<file path="src/rtl/ram1_ctrl.sv">
// RAM1 access sequencer: turns MEM-stage req/ack into IDLE/SETUP/ACCESS/DONE strobes for the pin driver.
// Optional RAM1_POSTED_WRITE_EN: writes ack in SETUP while the FSM finishes the access internally.
module ram1_ctrl #(
  parameter int unsigned ADDR_W      = 18,
  parameter int unsigned DATA_W      = 16,
  parameter int unsigned WAIT_CYCLES = 0
) (
  input  logic              clk,
  input  logic              rst,
  input  logic              req,
  input  logic              req_we,
  input  logic [ADDR_W-1:0] req_addr,
  input  logic [DATA_W-1:0] req_wdata,
  output logic              ack,
  output logic [DATA_W-1:0] rdata,
  output logic              stall,
  output logic [ADDR_W-1:0] ram_addr,
  output logic [DATA_W-1:0] ram_wdata,
  output logic              ram_write,
  output logic              ram_ce_n,
  input  logic [DATA_W-1:0] ram_rdata
);

  localparam int unsigned CNT_W    = 3;
  localparam int unsigned WAIT_EFF = (WAIT_CYCLES > 7) ? 7 : WAIT_CYCLES;

  localparam logic [1:0] IDLE   = 2'b00;
  localparam logic [1:0] SETUP  = 2'b01;
  localparam logic [1:0] ACCESS = 2'b10;
  localparam logic [1:0] DONE   = 2'b11;

  logic [1:0]       r_state;
  logic [CNT_W-1:0] r_cnt;
  logic             r_we;
  logic             r_posted;

  logic [1:0]        w_state_nxt;
  logic [CNT_W-1:0]  w_cnt_nxt;
  logic              w_we_nxt;
  logic              w_posted_nxt;
  logic              w_ack_nxt;
  logic [DATA_W-1:0] w_rdata_nxt;
  logic [ADDR_W-1:0] w_addr_nxt;
  logic [DATA_W-1:0] w_wdata_nxt;
  logic              w_write_nxt;
  logic              w_ce_n_nxt;

  // State and registered outputs
  always_ff @(posedge clk or negedge rst) begin
    if (!rst) begin
      r_state   <= IDLE;
      r_cnt     <= '0;
      r_we      <= 1'b0;
      r_posted  <= 1'b0;
      ack       <= 1'b0;
      rdata     <= '0;
      ram_addr  <= '0;
      ram_wdata <= '0;
      ram_write <= 1'b0;
      ram_ce_n  <= 1'b1;
    end else begin
      r_state   <= w_state_nxt;
      r_cnt     <= w_cnt_nxt;
      r_we      <= w_we_nxt;
      r_posted  <= w_posted_nxt;
      ack       <= w_ack_nxt;
      rdata     <= w_rdata_nxt;
      ram_addr  <= w_addr_nxt;
      ram_wdata <= w_wdata_nxt;
      ram_write <= w_write_nxt;
      ram_ce_n  <= w_ce_n_nxt;
    end
  end

  // Next state; output values are those required in the state being entered
  always_comb begin
    w_state_nxt  = r_state;
    w_cnt_nxt    = r_cnt;
    w_we_nxt     = r_we;
    w_posted_nxt = r_posted;
    w_ack_nxt    = 1'b0;
    w_rdata_nxt  = rdata;
    w_addr_nxt   = ram_addr;
    w_wdata_nxt  = ram_wdata;
    w_write_nxt  = 1'b0;
    w_ce_n_nxt   = 1'b1;
    case (r_state)
      IDLE: begin
        if (req) begin
          w_state_nxt = SETUP;
          w_we_nxt    = req_we;
          w_addr_nxt  = req_addr;
          w_wdata_nxt = req_wdata;
          w_ce_n_nxt  = 1'b0;
`ifdef RAM1_POSTED_WRITE_EN
          w_posted_nxt = req_we;
          w_ack_nxt    = req_we;
`else
          w_posted_nxt = 1'b0;
`endif
        end
      end
      SETUP: begin
        w_state_nxt = ACCESS;
        w_cnt_nxt   = CNT_W'(WAIT_EFF);
        w_ce_n_nxt  = 1'b0;
        w_write_nxt = r_we;
      end
      ACCESS: begin
        if (r_cnt == '0) begin
          // Read data is sampled on the edge that closes the last OE-low half cycle
          w_state_nxt = DONE;
          w_ack_nxt   = !r_posted;
          if (!r_we) w_rdata_nxt = ram_rdata;
        end else begin
          w_cnt_nxt   = r_cnt - CNT_W'(1);
          w_ce_n_nxt  = 1'b0;
          w_write_nxt = r_we;
        end
      end
      DONE: begin
        w_state_nxt  = IDLE;
        w_posted_nxt = 1'b0;
      end
      default: w_state_nxt = IDLE;
    endcase
  end

  // Posted writes release the pipeline in SETUP; later requests still wait for IDLE
  always_comb begin
    stall = 1'b1;
    if (r_state == IDLE) stall = req;
    else if (r_posted)   stall = (r_state == SETUP) ? 1'b0 : req;
  end

endmodule

</file>
<file path="config.mk">
export PLATFORM = sky130hd
export DESIGN_NAME = ram1_ctrl
export DESIGN_NICKNAME = d
export VERILOG_FILES = /design/src/rtl/ram1_ctrl.sv
export SDC_FILE = /design/constraint.sdc
export NUM_CORES = 1
export LEC_CHECK = 0
export ABC_AREA = 1
export CELL_PAD_IN_SITES_DETAIL_PLACEMENT = 0
export CELL_PAD_IN_SITES_GLOBAL_PLACEMENT = 1
export CORE_ASPECT_RATIO = 1.75
export CORE_UTILIZATION = 48
export CTS_CLUSTER_SIZE = 16
export DETAILED_ROUTE_END_ITERATION = 7
export DONT_BUFFER_PORTS = 1
export GPL_ROUTABILITY_DRIVEN = 0
export PLACE_DENSITY_LB_ADDON = 0.25
export SYNTH_ARGS = -nofsm -noshare
export SYNTH_HDL_FRONTEND = slang
export SYNTH_SLANG_ARGS = --single-unit
export TNS_END_PERCENT = 100
</file>
<file path="constraint.sdc">
create_clock -name clk -period 3 [get_ports clk]
set_clock_uncertainty 0.2 [all_clocks]
set_input_delay 0.6 -clock clk [delete_from_list [all_inputs] [get_ports clk]]
set_output_delay 0.6 -clock clk [all_outputs]
set_load 0.02 [all_outputs]
</file>
Word-level counts from Yosys, hierarchy flattened:

Cells that the tools add are included.

* register bits after elaboration: 60
* latch bits: 0
* memory bits (writable): 0
* memory bits (read-only): 0
* input bits: 54
* output and inout bits: 54
* logic and storage cells: 45
* memories kept: 0

* add/subtract/negate cells: 1
* multiply operators: 0
* div/mod/pow operators: 0
* $lt $le $gt $ge: 0
* equal/unequal tests: 6
* shifts and indexed selects: 0
* mux-type cells: 17
* bitwise logic cells: 1
* reduce and logical (&&, ||, !) cells: 10

Operators by type and width (number)
* 1-bit two-way mux: 9
* 2-bit one-hot mux with 4 select lines: 1
* 2-bit AND reduction: 4
* 2-bit inequality test, second input constant: 3
* 3-bit one-hot mux with 2 select lines: 1
* 2-bit equality test, second input constant: 2
* 2-bit two-way mux: 2
* 1-bit one-hot mux with 2 select lines: 2
* 2-bit nonzero test: 2
* 3-bit zero test: 1
* 3-bit two-way mux: 1
* 1-bit one-hot mux with 3 select lines: 1
* 3-bit AND reduction: 1
* 3-bit by 1-bit subtractor with 3-bit output, second input constant: 1
* 2-bit by 1-bit equality test with 1-bit output, second input constant: 1
* 2-bit zero test: 1
* 1-bit zero test: 1
* 1-bit inverter: 1

Logic depth before layout (Yosys ltp):

Gate-level depths: netlist of the first run.

* depth in word-level cells: 4
* gate-level depth with buffers: 9

Worst setup path after synthesis of the first run:

No wires, ideal clock.

* path kind: register -> output
* start: register r_state[0]
* end: output port stall
* data arrival time: 1.006 ns
* required time: 2.200 ns
* slack: 1.194 ns
* stages on the path, launching flop included: 5
* path buffers: 1
* cell sequence: dfrtp_1 > inv_1 > ha_1 > buf_4 > nand2_1

* word-level cells in the longest chain between the ends: 4
* elaborated cells on any way between the ends: 5
* those cells by class: eq/ne (1); mux (3); reduce/logical (1)

RTL lines
* from (decl): RTL line 32 `logic [1:0] r_state;`
* from (signal assigned): RTL line 62 `r_state <= w_state_nxt;`
* 2-bit by 1-bit equality test with 1-bit output: RTL line 133 `else if (r_posted) stall = (r_state == SETUP) ? 1'b0 : req;`
* 1-bit two-way mux (2 in a row): RTL line 133
* 1-bit two-way mux *: RTL line 132 `if (r_state == IDLE) stall = req;`
* to (decl): RTL line 16 `output logic stall,`

Mark *: on every way between the ends. The rest lies on a longest branch, timed or not.

Worst setup path after layout of the first run:

Ends and elaborated chain as after synthesis.

==> results of run 1 <==
[routing by layer]
layer  vias up  wire (µm)  GRT usage (%)  part of all wire, %
li1        855          -              -                    -
met1       822       1940           23.1                   38
met2        72       2690           33.4                   53
met3        10        364           6.42                  7.1
met4         0        109           11.4                  2.1
met5         -          0              0                    0
[cell families after synthesis]
family / count (synthesis) / synth area share (%)
compound gates: 1 / 0.203
fa+ha+maj: 7 / 3.55
buf+inv: 26 / 5.63
flops: 59 / 59.9
simple gates: 181 / 30.7
[power by group through the flow]
stage | combinational (mW) | sequential (mW) | clock (mW)
finish | 0.723 | 1.85 | 0.864
global route | 0.861 | 1.89 | 0.920
CTS | 0.743 | 1.85 | 0.888
detailed placement | 0.720 | 1.86 | 0
global placement | 0.702 | 1.86 | 0
floorplan | 0.634 | 1.78 | 0
[area by class of cell]
class	count	area share, %
repair buffers	4	1.92
clock buffers	11	5.17
clock inverters	5	3.66
inverters	13	1.78
multi-input cells	189	31.0
flip-flops and latches	59	54.0
well taps	54	2.47
[through the flow]
stage | setup WS (ns) | util [%]
6_report | 0.832 | 55.5
5_1_grt | 0.705 | 55.5
4_1_cts | 0.808 | 55.5
3_5_place_dp | 1.06 | 49.8
3_3_place_gp | 1.12 | 49.8
2_1_floorplan | 1.19 | -
[state kept, by name, indices dropped and copies added (netlist names)]
| name | cells |
|---|---|
| rdata | 16 |
| ram_write | 1 |
| r_state | 2 |
| ram_wdata | 16 |
| ram_addr | 18 |
| r_we | 1 |
| r_cnt | 3 |
| ack | 1 |
| ram_ce_n | 1 |
[cells in the final DEF, fill, tap and decap left out]
cell type,n
inv_2,1
buf_16,1
nand2_1,132
buf_4,2
nor2_4,1
a21oi_1,1
bufinv_16,3
nor2_1,5
ha_1,7
dfrtp_1,58
nand2_4,2
clkbuf_8,10
clkinv_2,2
dfstp_2,1
clkbuf_1,1
inv_1,12
dlygate4sd3_1,1
nand2_2,2
nand3_1,39
[timing repair]
action / 4_1_cts / 5_1_grt
endpoints found under the setup margin: 0 / 0
hold endpoints to repair: 59 / 0
hold buffers: 2 / 0
buffers inserted: 0 / 0
[worst paths after layout]
check | slack, ns | to | depth (start not counted) | from
max | 0.83 | stall | 4 | r_state[0]
min | 0.18 | rdata[5] | 2 | ram_rdata[5]
max reg2reg | 1.08 | r_we | 6 | r_state[0]
min reg2reg | 0.30 | r_cnt[0] | 2 | r_cnt[0]
max in group asynchronous | 1.72 | ram_ce_n | 2 | rst
min in group asynchronous | 0.60 | ram_wdata[10] | 2 | rst
==> impl_metrics.ini, run 1 <==
[global_routing]
grt_overflow_total = 0
antenna_found_initial = 0
grt_max_degree = 60
grt_pass1_vias = 1698
track_usage_pct = 20.4
grt_pass1_wl_um = 8470

[power_and_ir_drop]
power.total_mw = 3.44
pwr-share-seq_pct = 53.8
switching_share_pct = 42.2
pwr-share-comb_pct = 21.1
powerDensity_nw_per_um2 = 1260
internal_power_mw = 1.99
ir_drop_uv = 692
p_switching_mw = 1.45
pwr-share-clk_pct = 25.2
p_leak_nw = 1.49

[cts]
cts_tree = done
clk_pin_slew_ns = 0.07
clockRootBuffer = clkbuf_8
htreeDepth = 3
clock_latency_ns = 0.32
cts_sinks = 59
cts_inserted_buffers = 9
clockBufferDepth = 2
post_cts_resized = 0

[yosys]
synth_seq_cells = 59
yosys_warnings = 0
async_flop_share_pct = 100
synthTopCellsByArea = dfrtp_1 59%, nand2_1 20%, nand3_1 7.9%, ha_1 3.6%, inv_1 1.8%
avgSynthCellArea_um2 = 9.00
synth_most_common_cell = nand2_1
synth_edf_count = 0
synth_flop_cell = dfrtp_1
syn_area_um2 = 2460
yosys.area.top_type = dfrtp_1
synth.distinct_cells = 15
syn_nets = 335
yosys-top-cells-count = 132 x nand2_1, 58 x dfrtp_1, 39 x nand3_1
yosysSeqAreaShare_pct = 59.9
synth.top_cell.area_share_pct = 58.9
netlist_instances = 274

[worst_setup_path]
crit_family = flip-flops
crit_path_end_kind = output port
startpoint_type = flop
critPathMaxStageDelay_ns = 0.40
crit_slowest_cell = dfrtp_1
critPathBufInv = 2
crit_required_ns = 2.20
crit_chain = inv_1 -> ha_1 -> nand2_1 -> buf_4
critPathMaxFanout = 5
path_class = flop to output port
critical_path_arrival_ns = 1.37

[finish]
layout-area-overhead-vs-synth_pct = 11.0
n_fill_cell = 461
fin_nets = 337
fin_cells = 335
seq_area_um2 = 1480
num_antenna_cells = 0
drive_gt1_share_pct = 8.90
multi_input_area_um2 = 848
design_area_um2 = 2740

[run_status]
status = complete, no violations

[routing]
drtAntennaViolNets = 0
wl_um = 5100
routed_via_density = 5.25
drc_errors = 0
drt-pass1-iter-count = 4
dr_total_vias = 1759
avgRoutedWirePerCell_um = 15.2
dr.first_iter.drc_count = 64

[place]
placed_cells = 317
port_buffers = 0
place_area_um2 = 2460
dp_hpwl_um = 3460

[floorplan]
ios = 108
dieArea_um2 = 5440
fp.dieW_um = 56.2
core_um2 = 4930
rows = 34
fp.dieH_um = 96.8
start_util_pct = 49.9

[timing]
rsz0062_at_grt = no
maxSlewViolCount = 0
setup_viol = 0
finalHoldViolCount = 0
hold_ws_ns = 0.180
finalCriticalPeriod_ns = 2.17
fmax_ghz = 0.461
slew_headroom_pct = 74.0
setup_tns_ns = 0
worst_pin_slew_ns = 0.389
fin_crit_sh_pct = 72.3

[flow_run]
maxCapViolations = 0

[hold_path]
hold_path_class = input pin to flop
Note: power is estimated with default switching activity, not from simulation.
==> inputs of run 2 (changes only) <==
- ABC_AREA: 1 -> 0
- clock period: 3 -> 2.27 ns (I/O delays scaled with it)
==> run 2 against run 1 <==
Compared with the run above:
- die area is 3.2% lower
- sequential power up 36%
- via count shrank 31%
- worst setup slack worse by 0.65 ns
- critical endpoint unchanged
==> impl_metrics.ini, run 2 <==
[cts]
post-cts-setup-buffers = 0
clockBufferDepth = 2
clk_pin_slew_ns = 0.07
cts_sinks = 59
clock_latency_ns = 0.32
htreeDepth = 3
cts_tree = done
cts_inserted_buffers = 9
clockRootBuffer = clkbuf_8

[place]
port_buffers = 0
dp_hpwl_um = 2990
placed_cells = 194

[timing]
worst_pin_slew_ns = 0.290
fmax_ghz = 0.480
finalHoldViolCount = 0
slew_headroom_pct = 80.7
finalCriticalPeriod_ns = 2.08
setup_tns_ns = 0
maxSlewViolCount = 0
fin_crit_sh_pct = 91.8
rsz0062_at_grt = no
setup_viol = 0

[finish]
layout_commonest_cell = dfrtp_1
seq_area_um2 = 1480
largest_register = ram_addr
drive_gt1_share_pct = 45.0
fin_cells = 212
fin_nets = 216
final_cell_mix = 58 x dfrtp_1, 42 x mux2_2, 10 x mux2_4, 10 x clkbuf_8, 7 x ha_1
num_antenna_cells = 0
largest_register_ffs = 18
n_fill_cell = 394
multi_input_area_um2 = 838
top_regs = ram_addr (18), ram_wdata (16), rdata (16)
layout-area-overhead-vs-synth_pct = 11.3

[global_routing]
antenna_found_initial = 0
track_usage_pct = 17.0
grt_max_degree = 60
grt_pass1_wl_um = 6670
grt_pass1_vias = 1366
grt_overflow_total = 0

[routing]
drtAntennaViolNets = 0
drc_errors = 0
wl_um = 4100
dr_total_vias = 1206
routed_via_density = 5.69
avgRoutedWirePerCell_um = 19.3
drt-pass1-iter-count = 4
dr.first_iter.drc_count = 13

[yosys]
avgSynthCellArea_um2 = 16.3
yosys_warnings = 0
yosys.area.top_type = dfrtp_1
synth_seq_cells = 59
muxShareOfSynthArea_pct = 26.5
synth.top_cell.area_share_pct = 60.9
synth_flop_cell = dfrtp_1
synthAdderAreaFrac_pct = 3.67
synth_most_common_cell = dfrtp_1
synthTopCellsByArea = dfrtp_1 61%, mux2_2 20%, mux2_4 6.3%, ha_1 3.7%, dfstp_2 1.1%
syn_area_um2 = 2380
synthSimpleGateAreaFrac_pct = 2.57
async_flop_share_pct = 100
synth.distinct_cells = 23
yosysSeqAreaShare_pct = 62.0
syn_nets = 207
yosys-top-cells-count = 58 x dfrtp_1, 42 x mux2_2, 10 x mux2_4
netlist_instances = 146
synth_edf_count = 0
synth_xor_area_share_pct = 0.367
synth_top_family_by_area = multiplexers
synth_compound_area_share_pct = 1.99

[worst_setup_path]
path_class = flop to output port
r2r-start = r_cnt[0]
startpoint_type = flop
critical_path_arrival_ns = 1.43
startpoint = r_state[0]
crit_path_end_kind = output port
critPathMaxFanout = 4
crit_required_ns = 1.62

[floorplan]
rows = 33
core_um2 = 4750
fp.dieH_um = 95.2
ios = 108
fp.dieW_um = 55.3
start_util_pct = 50.2
dieArea_um2 = 5270

[power_and_ir_drop]
power.total_mw = 4.48
powerDensity_nw_per_um2 = 1690
ir_drop_uv = 905
p_leak_nw = 1.23

[run_status]
status = complete, no violations

[hold_path]
holdCritStartpoint = req_wdata[2]
hold_path_class = input pin to flop

[flow_run]
maxCapViolations = 0
-- run 2: cell types whose count changed after synthesis, moves of 2 or more --
cell,change
mux2_4,+10
nand2_4,-2
nor2_1,-3
buf_2,-3
buf_4,-5
nand3_1,-39
a22o_1,+2
inv_1,-6
nand2_2,-2
mux2_2,+42
nand2_1,-131
o21ai_0,+2
-- run 2: timing repair --
action                                  in CTS  in global routing
endpoints found under the setup margin       0                  0
resized for setup                            0                  0
hold endpoints to repair                    59                  0
hold buffers                                 2                  0
-- run 2: metrics by stage --
step	utilization [%]	setup slack [ns]	instance area, µm²	hold slack, ns
floorplan	-	0.348	2380	-0.0416
global placement	51.0	0.329	2420	-0.0406
detailed placement	51.0	0.224	2420	-0.0405
CTS	55.9	0.150	2660	0.0587
global route	55.9	0.0285	2660	0.0516
finish	55.9	0.186	2660	0.0770
-- run 2: path summary, 6_finish.rpt --
check | endpoint | slack [ns] | cells after the start
max | stall | 0.19 | 4
min | ram_wdata[2] | 0.08 | 1
max reg2reg | rdata[0] | 0.21 | 6
min reg2reg | ram_write | 0.33 | 1
max in group asynchronous | ram_ce_n | 1.12 | 2
min in group asynchronous | ram_addr[15] | 0.46 | 2
-- run 2: layout make-up --
class	instances	share of cell area, %
clock inverters	5	1.98
well taps	52	2.45
inverters	6	0.848
flip-flops and latches	59	55.7
multi-input cells	76	31.6
repair buffers	3	2.17
clock buffers	11	5.33
-- run 2: metal layers --
metal	wire, µm	vias up	global-route usage, %
met1	1440	610	18.4
li1	-	521	-
met2	2300	65	29.1
met4	106	0	9.58
met3	251	10	5.70
met5	0	-	0
-- run 2: power breakdown --
part | switching [mW] | internal, mW | leakage (nW)
Combinational | 0.389 | 0.671 | 0.433
Clock | 0.374 | 0.531 | 0.0991
Sequential | 0.946 | 1.57 | 0.703
Total | 1.71 | 2.78 | 1.23
-- run 2: cell families (layout without fill, tap and decap cells) --
family	count (synthesis)	count (layout)
xor+xnor	1	1
simple gates	9	9
buf+inv	11	25
mux	53	53
fa+ha+maj	7	7
compound gates	6	6
flops	59	59
-- run 2: worst max-delay path, cell delays in order (launching register included) --
cell and delay (ns):
dfrtp_1 0.41, inv_1 0.12, ha_1 0.18, nor2b_1 0.24
inv_1 0.16
==> inputs of run 3 (changes only) <==
- CORE_UTILIZATION: 48 -> 52
- SLEW_MARGIN: default -> 20
- clock period: 2.27 -> 2.7 ns (I/O delays scaled with it)
==> run 3 against run 2 <==
Compared with the run above:
- via count is essentially flat
- worst setup slack gained 0.25 ns
- largest power group unchanged
- global-route usage grew 1.5 points
- cell count shrank 0.47%
- critical path depth is the same
==> impl_metrics.ini, run 3 (synthesis results as in run 2) <==
[floorplan]
fp.dieW_um = 53.2
dieArea_um2 = 4870
start_util_pct = 54.1
rows = 32
core_um2 = 4400
ios = 108
fp.dieH_um = 91.6

[place]
dp_hpwl_um = 3000
port_buffers = 0
place_area_um2 = 2410
placed_cells = 193

[cts]
clock_latency_ns = 0.32
cts_sinks = 59
cts_tree = done
htreeDepth = 3
clk_pin_slew_ns = 0.07
cts_inserted_buffers = 9
clockRootBuffer = clkbuf_8
clockBufferDepth = 2

[timing]
rsz0062_at_grt = no
finalHoldViolCount = 0
slew_headroom_pct = 72.6
fmax_ghz = 0.441
fin_crit_sh_pct = 83.9
setup_viol = 0
worst_pin_slew_ns = 0.411
finalCriticalPeriod_ns = 2.27
maxSlewViolCount = 0
setup_tns_ns = 0

[hold_path]
holdCritStartpoint = ram_rdata[5]
whs_path_depth = 1
hold-path-endpoint = rdata[5]
hold_path_class = input pin to flop

[worst_setup_path]
r2r-start = r_cnt[0]
crit_chain = inv_1 -> ha_1 -> nor2b_1 -> inv_1
crit_path_end_kind = output port
startpoint_type = flop
worstRegToRegCells = 6
crit_required_ns = 1.96
crit_slowest_cell = dfrtp_1
path_class = flop to output port
critPathMaxFanout = 4
critPathMaxStageDelay_ns = 0.42
r2r_end = rdata[3]
critical_path_arrival_ns = 1.53
cp_common_cell = inv_1
r2r_slack_ns = 0.65

[run_status]
status = complete, no violations

[routing]
drc_errors = 0
drtAntennaViolNets = 0
drt-pass1-iter-count = 4
avgRoutedWirePerCell_um = 19.7
dr.first_iter.drc_count = 10
wl_um = 4150
routed_via_density = 5.71
dr_total_vias = 1205

[finish]
largest_register_ffs = 18
top_regs = ram_addr (18), ram_wdata (16), rdata (16)
fin_nets = 216
largest_register = ram_addr
layout-area-overhead-vs-synth_pct = 12.7
layout_commonest_cell = dfrtp_1
drive_gt1_share_pct = 45.0
fin_cells = 211
num_antenna_cells = 0
design_area_um2 = 2690
final_cell_mix = 58 x dfrtp_1, 42 x mux2_2, 10 x mux2_4

[power_and_ir_drop]
powerDensity_nw_per_um2 = 1470
ir_drop_uv = 804
p_leak_nw = 1.24

[flow_run]
maxCapViolations = 0

[global_routing]
grt_pass1_wl_um = 6110
grt_overflow_total = 0
grt_pass1_vias = 1280
antenna_found_initial = 0
grt_max_degree = 60
track_usage_pct = 18.5
[run 3: critical path, delay by kind of cell (launching register included)]
kind	cells	cell delay, ns
AND/OR/NAND/NOR	1	0.30
flip-flops	1	0.42
buffers and inverters	2	0.30
adder cells (fa/ha/maj)	1	0.18
[run 3: how the worst max path moves through the flow]
stage,startpoint,end
5_1_grt,r_state[0],stall
2_1_floorplan,r_cnt[0],rdata[10]
6_report,r_state[0],stall
4_1_cts,r_state[0],stall
3_3_place_gp,r_cnt[0],rdata[15]
3_5_place_dp,r_cnt[0],rdata[3]
[run 3: final cells by class]
cell class,count,area [µm²]
Multi-Input combinational cell,76,838
Clock inverter,6,114
Clock buffer,10,128
Sequential cell,59,1480
Fill cell,365,1720
Tap cell,51,63.8
Inverter,6,22.5
Timing Repair Buffer,3,45.0
[run 3: timing repair]
action / 4_1_cts / 5_1_grt
buffers inserted: 0 / 0
endpoints found under the hold margin: 59 / 0
endpoints found under the setup margin: 0 / 0
gates resized for setup: 0 / 0
hold buffers: 2 / 0
[run 3: per-stage QoR]
| step | hold WS [ns] | util [%] | worst slack [ns] | total power [mW] |
|---|---|---|---|---|
| after floorplan | 0.0444 | - | 0.778 | 2.84 |
| after global placement | 0.0454 | 54.7 | 0.771 | 2.95 |
| after detailed placement | 0.0455 | 54.7 | 0.658 | 3.01 |
| after CTS | 0.139 | 61.1 | 0.377 | 4.00 |
| after global routing | 0.128 | 61.1 | 0.322 | 4.16 |
| final | 0.158 | 61.1 | 0.434 | 3.95 |
[run 3: per-layer routing]
metal  GRT usage, %  vias to the layer above  wire length (µm)
met2           31.8                       69              2330
met1           17.2                      605              1390
met3           7.87                        6               346
li1               -                      525                 -
met4           10.5                        0                76
met5              0                        -                 0
[run 3: where the power goes]
group / switching, mW / internal (mW)
Clock: 0.334 / 0.614
Sequential: 0.802 / 1.32
Combinational: 0.322 / 0.551
Total: 1.46 / 2.49
